### src/rtl/string_led_controller.sv
// Wishbone-mapped WS2812-style LED string driver: 64-word colour RAM serialised
// MSB-first with programmable bit timing and a trailing latch-low period.
module string_led_controller #(
  parameter logic [31:0] BASE_ADDR = 32'h3000_0000
) (
  input  logic        wb_clk_i,
  input  logic        wb_rst_i,
  input  logic        wbs_cyc_i,
  input  logic        wbs_stb_i,
  input  logic        wbs_we_i,
  input  logic [3:0]  wbs_sel_i,
  input  logic [31:0] wbs_adr_i,
  input  logic [31:0] wbs_dat_i,
  output logic        wbs_ack_o,
  output logic [31:0] wbs_dat_o,
  output logic        led_o,
  output logic        led_oeb,
  output logic        irq_o
);
  localparam int MAX_LEDS = 64;

  typedef enum logic [2:0] {
    IDLE  = 3'd0,
    LOAD  = 3'd1,
    HIGH  = 3'd2,
    LOW   = 3'd3,
    LATCH = 3'd4
  } state_t;

  state_t      state_r, state_nxt;
  logic        ack_r, start_req_r, done_r, irq_en_r, irq_r, led_r;
  logic        done_nxt, irq_en_nxt;
  logic [31:0] dat_r, rdata_s;
  logic [7:0]  num_r, t_period_r, t0h_r, t1h_r;
  logic [15:0] latch_r, cnt_r;
  logic [23:0] ram_r [0:MAX_LEDS-1];
  logic [23:0] shift_r;
  logic [5:0]  led_idx_r;
  logic [4:0]  bit_idx_r;

  logic        hit_s, acc_s, wr_s, wr_ctrl_s, busy_s;
  logic [6:0]  num_eff_s;
  logic [7:0]  p_eff_s, h_raw_s, h_min_s, h_eff_s, end_cnt_s;
  logic [15:0] latch_eff_s;
  logic        last_bit_s, last_led_s, load_next_s, bit_end_s, high_end_s, latch_done_s;
  state_t      end_tgt_s;
  logic        unused_s;

  assign hit_s     = (wbs_adr_i[31:9] == BASE_ADDR[31:9]);
  assign acc_s     = wbs_cyc_i & wbs_stb_i & ~ack_r & hit_s;
  assign wr_s      = acc_s & wbs_we_i;
  assign wr_ctrl_s = wr_s & ~wbs_adr_i[8] & (wbs_adr_i[7:2] == 6'd0) & wbs_sel_i[0];
  assign busy_s    = (state_r != IDLE);
  assign unused_s  = ^{wbs_sel_i[3], wbs_dat_i[31:24], wbs_adr_i[1:0]};

  // Timing clamps are applied live so mid-frame TIMING writes shape the following bits.
  assign num_eff_s   = (num_r > 8'(MAX_LEDS)) ? 7'(MAX_LEDS) : num_r[6:0];
  assign p_eff_s     = (t_period_r < 8'd2) ? 8'd2 : t_period_r;
  assign h_raw_s     = shift_r[23] ? t1h_r : t0h_r;
  assign h_min_s     = (h_raw_s == 8'd0) ? 8'd1 : h_raw_s;
  assign h_eff_s     = (h_min_s >= p_eff_s) ? (p_eff_s - 8'd1) : h_min_s;
  assign latch_eff_s = (latch_r == 16'd0) ? 16'd1 : latch_r;

  assign last_bit_s   = (bit_idx_r == 5'd0);
  assign last_led_s   = (({1'b0, led_idx_r} + 7'd1) >= num_eff_s);
  assign load_next_s  = last_bit_s & ~last_led_s;
  // The LOAD cycle of the next LED replaces the final cycle of this bit's low time.
  assign end_cnt_s    = load_next_s ? (p_eff_s - 8'd2) : (p_eff_s - 8'd1);
  assign bit_end_s    = (cnt_r >= {8'd0, end_cnt_s});
  assign high_end_s   = (cnt_r >= {8'd0, h_eff_s - 8'd1});
  assign latch_done_s = (state_r == LATCH) && (cnt_r >= (latch_eff_s - 16'd1));
  assign end_tgt_s    = load_next_s ? LOAD : (last_bit_s ? LATCH : HIGH);

  // Register read multiplexer
  always_comb begin
    rdata_s = 32'd0;
    if (wbs_adr_i[8]) begin
      rdata_s = {8'd0, ram_r[wbs_adr_i[7:2]]};
    end else begin
      case (wbs_adr_i[7:2])
        6'd0:    rdata_s = {29'd0, irq_en_r, done_r, busy_s};
        6'd1:    rdata_s = {24'd0, num_r};
        6'd2:    rdata_s = {8'd0, t1h_r, t0h_r, t_period_r};
        6'd3:    rdata_s = {16'd0, latch_r};
        default: rdata_s = 32'd0;
      endcase
    end
  end

  // Next values of DONE and IRQ_EN; frame completion wins over a same-cycle clear
  always_comb begin
    done_nxt   = done_r;
    irq_en_nxt = irq_en_r;
    if (wr_ctrl_s) begin
      irq_en_nxt = wbs_dat_i[2];
      done_nxt   = wbs_dat_i[1] ? 1'b0 : done_r;
    end else begin
      irq_en_nxt = irq_en_r;
    end
    if (start_req_r && (state_r == IDLE)) begin
      done_nxt = 1'b0;
    end else begin
      done_nxt = done_nxt;
    end
    if (latch_done_s) begin
      done_nxt = 1'b1;
    end else begin
      done_nxt = done_nxt;
    end
  end

  // Wishbone slave and control/status registers
  always_ff @(posedge wb_clk_i) begin
    if (wb_rst_i) begin
      ack_r       <= 1'b0;
      dat_r       <= 32'd0;
      num_r       <= 8'd0;
      t_period_r  <= 8'd50;
      t0h_r       <= 8'd14;
      t1h_r       <= 8'd28;
      latch_r     <= 16'd2000;
      start_req_r <= 1'b0;
      done_r      <= 1'b0;
      irq_en_r    <= 1'b0;
      irq_r       <= 1'b0;
    end else begin
      ack_r       <= acc_s;
      dat_r       <= (acc_s & ~wbs_we_i) ? rdata_s : 32'd0;
      start_req_r <= wr_ctrl_s & wbs_dat_i[0] & ~busy_s;
      done_r      <= done_nxt;
      irq_en_r    <= irq_en_nxt;
      irq_r       <= done_nxt & irq_en_nxt;
      if (wr_s && !wbs_adr_i[8]) begin
        case (wbs_adr_i[7:2])
          6'd1: if (wbs_sel_i[0]) num_r <= wbs_dat_i[7:0];
          6'd2: begin
            if (wbs_sel_i[0]) t_period_r <= wbs_dat_i[7:0];
            if (wbs_sel_i[1]) t0h_r      <= wbs_dat_i[15:8];
            if (wbs_sel_i[2]) t1h_r      <= wbs_dat_i[23:16];
          end
          6'd3: begin
            if (wbs_sel_i[0]) latch_r[7:0]  <= wbs_dat_i[7:0];
            if (wbs_sel_i[1]) latch_r[15:8] <= wbs_dat_i[15:8];
          end
          default: ;
        endcase
      end
    end
  end

  // Colour RAM, byte-writable and deliberately not reset
  always_ff @(posedge wb_clk_i) begin
    if (wr_s && wbs_adr_i[8]) begin
      if (wbs_sel_i[0]) ram_r[wbs_adr_i[7:2]][7:0]   <= wbs_dat_i[7:0];
      if (wbs_sel_i[1]) ram_r[wbs_adr_i[7:2]][15:8]  <= wbs_dat_i[15:8];
      if (wbs_sel_i[2]) ram_r[wbs_adr_i[7:2]][23:16] <= wbs_dat_i[23:16];
    end
  end

  // Serialiser next-state logic
  always_comb begin
    state_nxt = state_r;
    case (state_r)
      IDLE: begin
        if (start_req_r) state_nxt = (num_eff_s == 7'd0) ? LATCH : LOAD;
        else             state_nxt = IDLE;
      end
      LOAD: state_nxt = HIGH;
      HIGH: begin
        if (bit_end_s)       state_nxt = end_tgt_s;
        else if (high_end_s) state_nxt = LOW;
        else                 state_nxt = HIGH;
      end
      LOW: begin
        if (bit_end_s) state_nxt = end_tgt_s;
        else           state_nxt = LOW;
      end
      LATCH: begin
        if (latch_done_s) state_nxt = IDLE;
        else              state_nxt = LATCH;
      end
      default: state_nxt = IDLE;
    endcase
  end

  // Serialiser state, counters and shift register
  always_ff @(posedge wb_clk_i) begin
    if (wb_rst_i) begin
      state_r   <= IDLE;
      cnt_r     <= 16'd0;
      led_idx_r <= 6'd0;
      bit_idx_r <= 5'd0;
      shift_r   <= 24'd0;
      led_r     <= 1'b0;
    end else begin
      state_r <= state_nxt;
      led_r   <= (state_nxt == HIGH);
      case (state_r)
        IDLE: begin
          cnt_r     <= 16'd0;
          led_idx_r <= 6'd0;
        end
        LOAD: begin
          shift_r   <= ram_r[led_idx_r];
          bit_idx_r <= 5'd23;
          cnt_r     <= 16'd0;
        end
        HIGH, LOW: begin
          if (bit_end_s) begin
            cnt_r     <= 16'd0;
            shift_r   <= {shift_r[22:0], 1'b0};
            bit_idx_r <= bit_idx_r - 5'd1;
            if (load_next_s) led_idx_r <= led_idx_r + 6'd1;
          end else begin
            cnt_r <= cnt_r + 16'd1;
          end
        end
        LATCH:   cnt_r <= cnt_r + 16'd1;
        default: cnt_r <= 16'd0;
      endcase
    end
  end

  assign wbs_ack_o = ack_r;
  assign wbs_dat_o = dat_r;
  assign led_o     = led_r;
  assign led_oeb   = 1'b0;
  assign irq_o     = irq_r;

endmodule

### config.mk
export PLATFORM = sky130hd
export DESIGN_NAME = string_led_controller
export DESIGN_NICKNAME = d
export VERILOG_FILES = /design/src/rtl/string_led_controller.sv
export SDC_FILE = /design/constraint.sdc
export NUM_CORES = 2
export LEC_CHECK = 0
export BUFFER_PORTS_ARGS = -buffer_cell sky130_fd_sc_hd__buf_4
export CORE_AREA = 4 4 452 454
export DETAILED_ROUTE_END_ITERATION = 12
export DIE_AREA = 0 0 456 458
export PLACE_DENSITY = 0.55
export SKIP_CTS_REPAIR_TIMING = 1
export SLEW_MARGIN = 20
export SYNTH_ARGS = -nofsm -noshare
export SYNTH_HDL_FRONTEND = slang
export SYNTH_SLANG_ARGS = --single-unit
export TNS_END_PERCENT = 50
### constraint.sdc
create_clock -name wb_clk_i -period 12.3 [get_ports wb_clk_i]
set_input_delay 2.46 -clock wb_clk_i [delete_from_list [all_inputs] [get_ports wb_clk_i]]
set_output_delay 2.46 -clock wb_clk_i [all_outputs]
set_load 0.05 [all_outputs]
# Yosys cells after proc, flatten, opt, wreduce, memory -nomap -nowiden
# Memories as Yosys holds them, arrays and structs flattened. A register that Yosys moved wholly into a read port is not among the register bits.
# Index checks and enable logic that the tools add are counted.
# totals
input_bits	73
romBits	0
ram_bits	1536
memories	1
reg_bits	140
latch_bits	0
wordCells	132
# classes
shifts	0
magnitude_cmp	7
n_eq_ne	11
bitwise_logic	18
add_sub_neg	8
div_mod_pow	0
n_reduce_logical	25
mux	43
n_mul	0
# memory_table
memory	words	width	read_ports	rd_clocked_by_memory_dff	write_ports	line	text
ram_r	64	24	2	1	1	36	logic [23:0] ram_r [0:MAX_LEDS-1];
# ops
cell	count
24-bit case mux with 4 select lines	1
24-bit 2-to-1 mux	2
24-bit case mux with 2 select lines	1
8-bit 2-to-1 mux	5
16-bit by 8-bit >= comparator with 1-bit output	2
16-bit 2-to-1 mux	2
16-bit case mux with 2 select lines	1
6-bit 2-to-1 mux	4
23-bit by 21-bit == test with 1-bit output, second input constant	1
3-bit 2-to-1 mux	7
3-bit AND reduction	7
16-bit by 1-bit adder with 16-bit output, second input constant	1
16-bit >= comparator	1
16-bit logical NOT	1
16-bit by 1-bit subtractor with 16-bit output, second input constant	1
8-bit by 1-bit subtractor with 8-bit output, second input constant	2
1-bit 2-to-1 mux	15
3-bit case mux with 5 select lines	1
1-bit bitwise AND	12
6-bit by 2-bit == test with 1-bit output, second input constant	2
6-bit case mux with 2 select lines	1
5-bit case mux with 2 select lines	1
3-bit by 2-bit == test with 1-bit output, second input constant	3
8-bit >= comparator	1
26 further kinds	37

# Longest topological paths before layout
# depth
word_depth	11
ltp_mapped	22
ltp_nobuf	20

# Least setup slack after synthesis
# Ideal clock, no wire load.
# synth_path
kind	input -> register
from	in wbs_adr_i[4]
to	mem ram_r[14][0], enable pin
t_arrival_ps	4445
stages	7
setup_slack_ps	7485
n_path_buf	3
required_time_ps	11930
cell_sequence	clkbuf_1 -> clkinv_1 -> clkbuf_1 -> buf_2 -> nor3b_1 -> nand2_1 -> nor2_1
# synth_rtl
element	line	text
start: declaration	12	input logic [31:0] wbs_adr_i,
end: declaration	36	
# Straight into the memory's write port.

# Final worst setup path
# layout_path
from	in wbs_adr_i[3]
to	mem ram_r[15][10], enable pin
# Straight into the memory's write port.

==> results.toml <==
[synth]
synth.distinct_cells = 76
synth-edff-count = 1536
synth_area_per_cell_sq_um = 17.3
synth-compound-area-share_pct = 4.53
synth_seq_cells = 1674
synth-async-reset-ratio_pct = 0
yosys.area_share.simple_pct = 4.60
yosys-mux-area-fraction_pct = 25.8
yosysWarningCount = 0
synth_top_area_share_pct = 58.0
netlist_area_sq_mm = 0.0796
synth_xor_xnor_area_share_pct = 0.506
yosysSeqAreaShare_pct = 61.4
synth_adder_area_share_pct = 0.865
yosys.area.top_type = "edfxtp_1"
synth_top_family_by_area = "multiplexers"
dominantRegCellSynth = "edfxtp_1"
syn_inst = 4600
synthTopCellsByArea = "edfxtp_1, mux4_2, mux2i_1"

[power]
ir_drop_mv = 0.158
p_leak_nw = 27.5
powerDensity_mw_per_mm2 = 138

[global_routing]
grt_max_degree = 114
grt.total_usage_pct = 24.4
grt_pass1_vias = 46500
grt_overflow = 0
grt_use_met2_pct = 37.7
met1_usage_pct = 33.7
antenna_found_initial = 19
use_met3_pct = 5.88
grt.busiest_layer = "met2"
grt_pass1_wl_microns = 363000

[timing]
slew_headroom_pct = 15.3
hold_viol_final = 0
post-route-min-period_ns = 6.02
max_freq_ghz = 0.166
finalClockSkew_ns = 0.0284
slew_viol_final = 0
setup_violations = 0
worst_slew_pin_slew_ns = 1.27
grt_setup_unrepaired = "false"
min_period_over_period_pct = 49.0
setup_tns_ns = 0

[route]
drc_errors = 0
routed_wl_microns = 259000
drt_iter0_markers = 6378
routedWlPerCell_microns = 34.7
dr.pass1.iters = 11
avgViaCountPerCell = 6.30
antenna_left = 0
vias = 47100

[hold_path]
hold_class = "register to register"

[clocking]
cts_root_buf = "clkbuf_16"
clkTransAtPathRegs_ns = 0.06
cts_tree = "yes"
cts.sinks = 1674
cts.htree.levels = 4
clock_latency_ns = 0.85
cts_buffers = 183
cts.path.max_buffers = 3

[cells_and_area]
stdcell_count = 7477
fin_area_sq_mm = 0.0890
nNetsFinal = 4782
area_delta_synth_final_pct = 11.8
layout-drive-gt1-share_pct = 27.3
fillers = 17200

[die]
core-area_sq_mm = 0.200
die-area_sq_mm = 0.209
num_rows = 164
dieHeight_microns = 458
dieWidth_microns = 456
initial_utilization_pct = 39.9
io_pins = 109

[worst_setup_path]
endpoint = "ram_r[15][10]"
critical_path.slowest_cell = "nor2_1"
r2r_start = "shift_r[23]"
criticalPathCategory = "input port to register"
critical_path.max_fanout = 66
cp-start-kind = "input port"
r2r_slack_ns = 6.79
endpoint_kind = "register"
cp_slowest_stage_delay_ns = 1.04
reg2regPathDepth = 17
reg2reg_to = "led_o"
cp.required_ns = 12.75
cp.arrival_ns = 6.47
critPathLaunch = "wbs_adr_i[3]"
path_cells = "buf_8 -> buf_4 -> nand2_1 -> nor2_1 -> nand2_1 -> nor2_1"

[run_status]
status = "complete, no violations"

[placed_design]
place_area_sq_mm = 0.0830
hpwl_microns = 168000
port_buffers = 88
place_congestion = 0.922
placed_cells = 7124

[run]
max_cap_viol_count = 0
[per-layer routing]
layer / wire length [microns] / part of all wire (%)
met2: 119000 / 46
met5: 178 / 0.069
met4: 10400 / 4.0
met3: 24800 / 9.6
met1: 105000 / 40
[area by class of cell]
cell class	instances	area [sq um]	area share [%]
inverter	29	116	0.131
antenna	13	32.5	0.0365
tap	2656	3320	3.73
clock inverter	119	1210	1.36
sequential	1674	48900	54.9
clock buffer	220	4780	5.37
timing repair buffer	207	1630	1.83
multi-input combinational	2559	29000	32.6
[worst min-delay path by stage]
| stage | startpoint | to | depth (start not counted) |
|---|---|---|---|
| 4_1_cts | bit_idx_r[0] | bit_idx_r[0] | 1 |
| 6_report | bit_idx_r[0] | bit_idx_r[0] | 1 |
| 5_1_grt | bit_idx_r[0] | bit_idx_r[0] | 1 |
| 3_3_place_gp | cnt_r[0] | cnt_r[0] | 1 |
| 2_1_floorplan | cnt_r[0] | cnt_r[0] | 1 |
| 3_5_place_dp | cnt_r[0] | cnt_r[0] | 1 |
[state kept, by name, summed over array words and instances, names as in the netlist, named ones only]
name and flops:
cnt_r 16, num_r 8, ram_r 1536, shift_r 24, irq_o 1, start_req_r 1
t1h_r 8, latch_r 16, t_period_r 8, done_r 1, wbs_ack_o 1, led_idx_r 6
wbs_dat_o 24, t0h_r 8, bit_idx_r 5, led_o 1, state_r 3, irq_en_r 1
[placed cells by master (no fill, tap or decap), types with 10 or more instances in the layout]
cell type | netlist | layout
a211oi_1 | 53 | 53
a21o_1 | 11 | 11
a21oi_1 | 117 | 117
a221oi_1 | 16 | 16
a22oi_1 | 61 | 61
a31oi_1 | 29 | 29
and2_1 | 49 | 49
and3_1 | 22 | 22
buf_4 | 45 | 199
bufinv_16 | 0 | 16
clkbuf_1 | 140 | 32
clkbuf_16 | 0 | 184
clkinv_1 | 3 | 46
clkinv_2 | 0 | 36
dfxtp_1 | 138 | 133
diode_2 | 0 | 13
edfxtp_1 | 1536 | 1536
ha_1 | 55 | 55
inv_1 | 24 | 23
mux2_2 | 51 | 51
mux2i_1 | 317 | 317
mux4_2 | 745 | 745
nand2_1 | 168 | 165
nand2b_1 | 30 | 28
nand3_1 | 37 | 37
nand4_1 | 10 | 10
nor2_1 | 357 | 344
nor2_2 | 3 | 14
nor2b_1 | 16 | 16
nor3_1 | 52 | 52
nor4_1 | 17 | 17
o211ai_1 | 64 | 64
o21ai_0 | 49 | 49
o221ai_1 | 16 | 16
o22ai_1 | 63 | 63
o32ai_1 | 15 | 15
xnor2_1 | 32 | 32
xor2_1 | 14 | 14
[critical path: cells and delay by family]
family / cells / cell delay (ns)
buffers and inverters: 2 / 1.19
AND/OR/NAND/NOR: 4 / 2.65
[logic make-up (layout without fill, tap and decap cells)]
kind of cell,count (synthesis),after routing
fa+ha+maj,55,55
flops,1674,1674
buf+inv,375,575
other cells,1,22
compound gates,536,536
mux,1114,1114
simple gates,799,799
xor+xnor,46,46
[Yosys cell counts (6+ instances only)]
cell type,instances
a31oi_1,29
nand2b_1,30
mux4_2,745
nor4_1,17
xnor2_1,32
buf_2,131
buf_6,6
nand4_1,10
and2_1,49
a211oi_1,53
buf_4,45
nor2b_1,16
o221ai_1,16
and3_1,22
edfxtp_1,1536
a22o_1,8
a21o_1,11
o21ai_0,49
dfxtp_1,138
buf_1,24
xor2_1,14
mux2_2,51
nor3_1,52
a221oi_1,16
inv_1,24
clkbuf_1,140
o32ai_1,15
ha_1,55
o211ai_1,64
a21oi_1,117
nand3_1,37
nor2_1,357
mux2i_1,317
o22ai_1,63
nand2_1,168
a22oi_1,61
[report_power, final]
group / total, mW / switching, mW / internal (mW)
clock: 5.52 / 2.39 / 3.13
combinational: 0.521 / 0.344 / 0.176
sequential: 6.20 / 0.000000000967 / 6.20
total: 12.2 / 2.73 / 9.51
[per-stage QoR]
stage               power (mW)  hold WS [ns]  utilization [%]  worst slack, ns
global route              12.6         0.525             44.6             6.19
CTS                       12.3         0.485             44.6             6.46
floorplan                 6.61         0.437                -             7.48
detailed placement        6.84         0.476             41.6             5.56
global placement          6.84         0.457             41.5             5.57
finish                    12.2         0.484             44.6             6.28
Power figures use the tool's default switching activity.
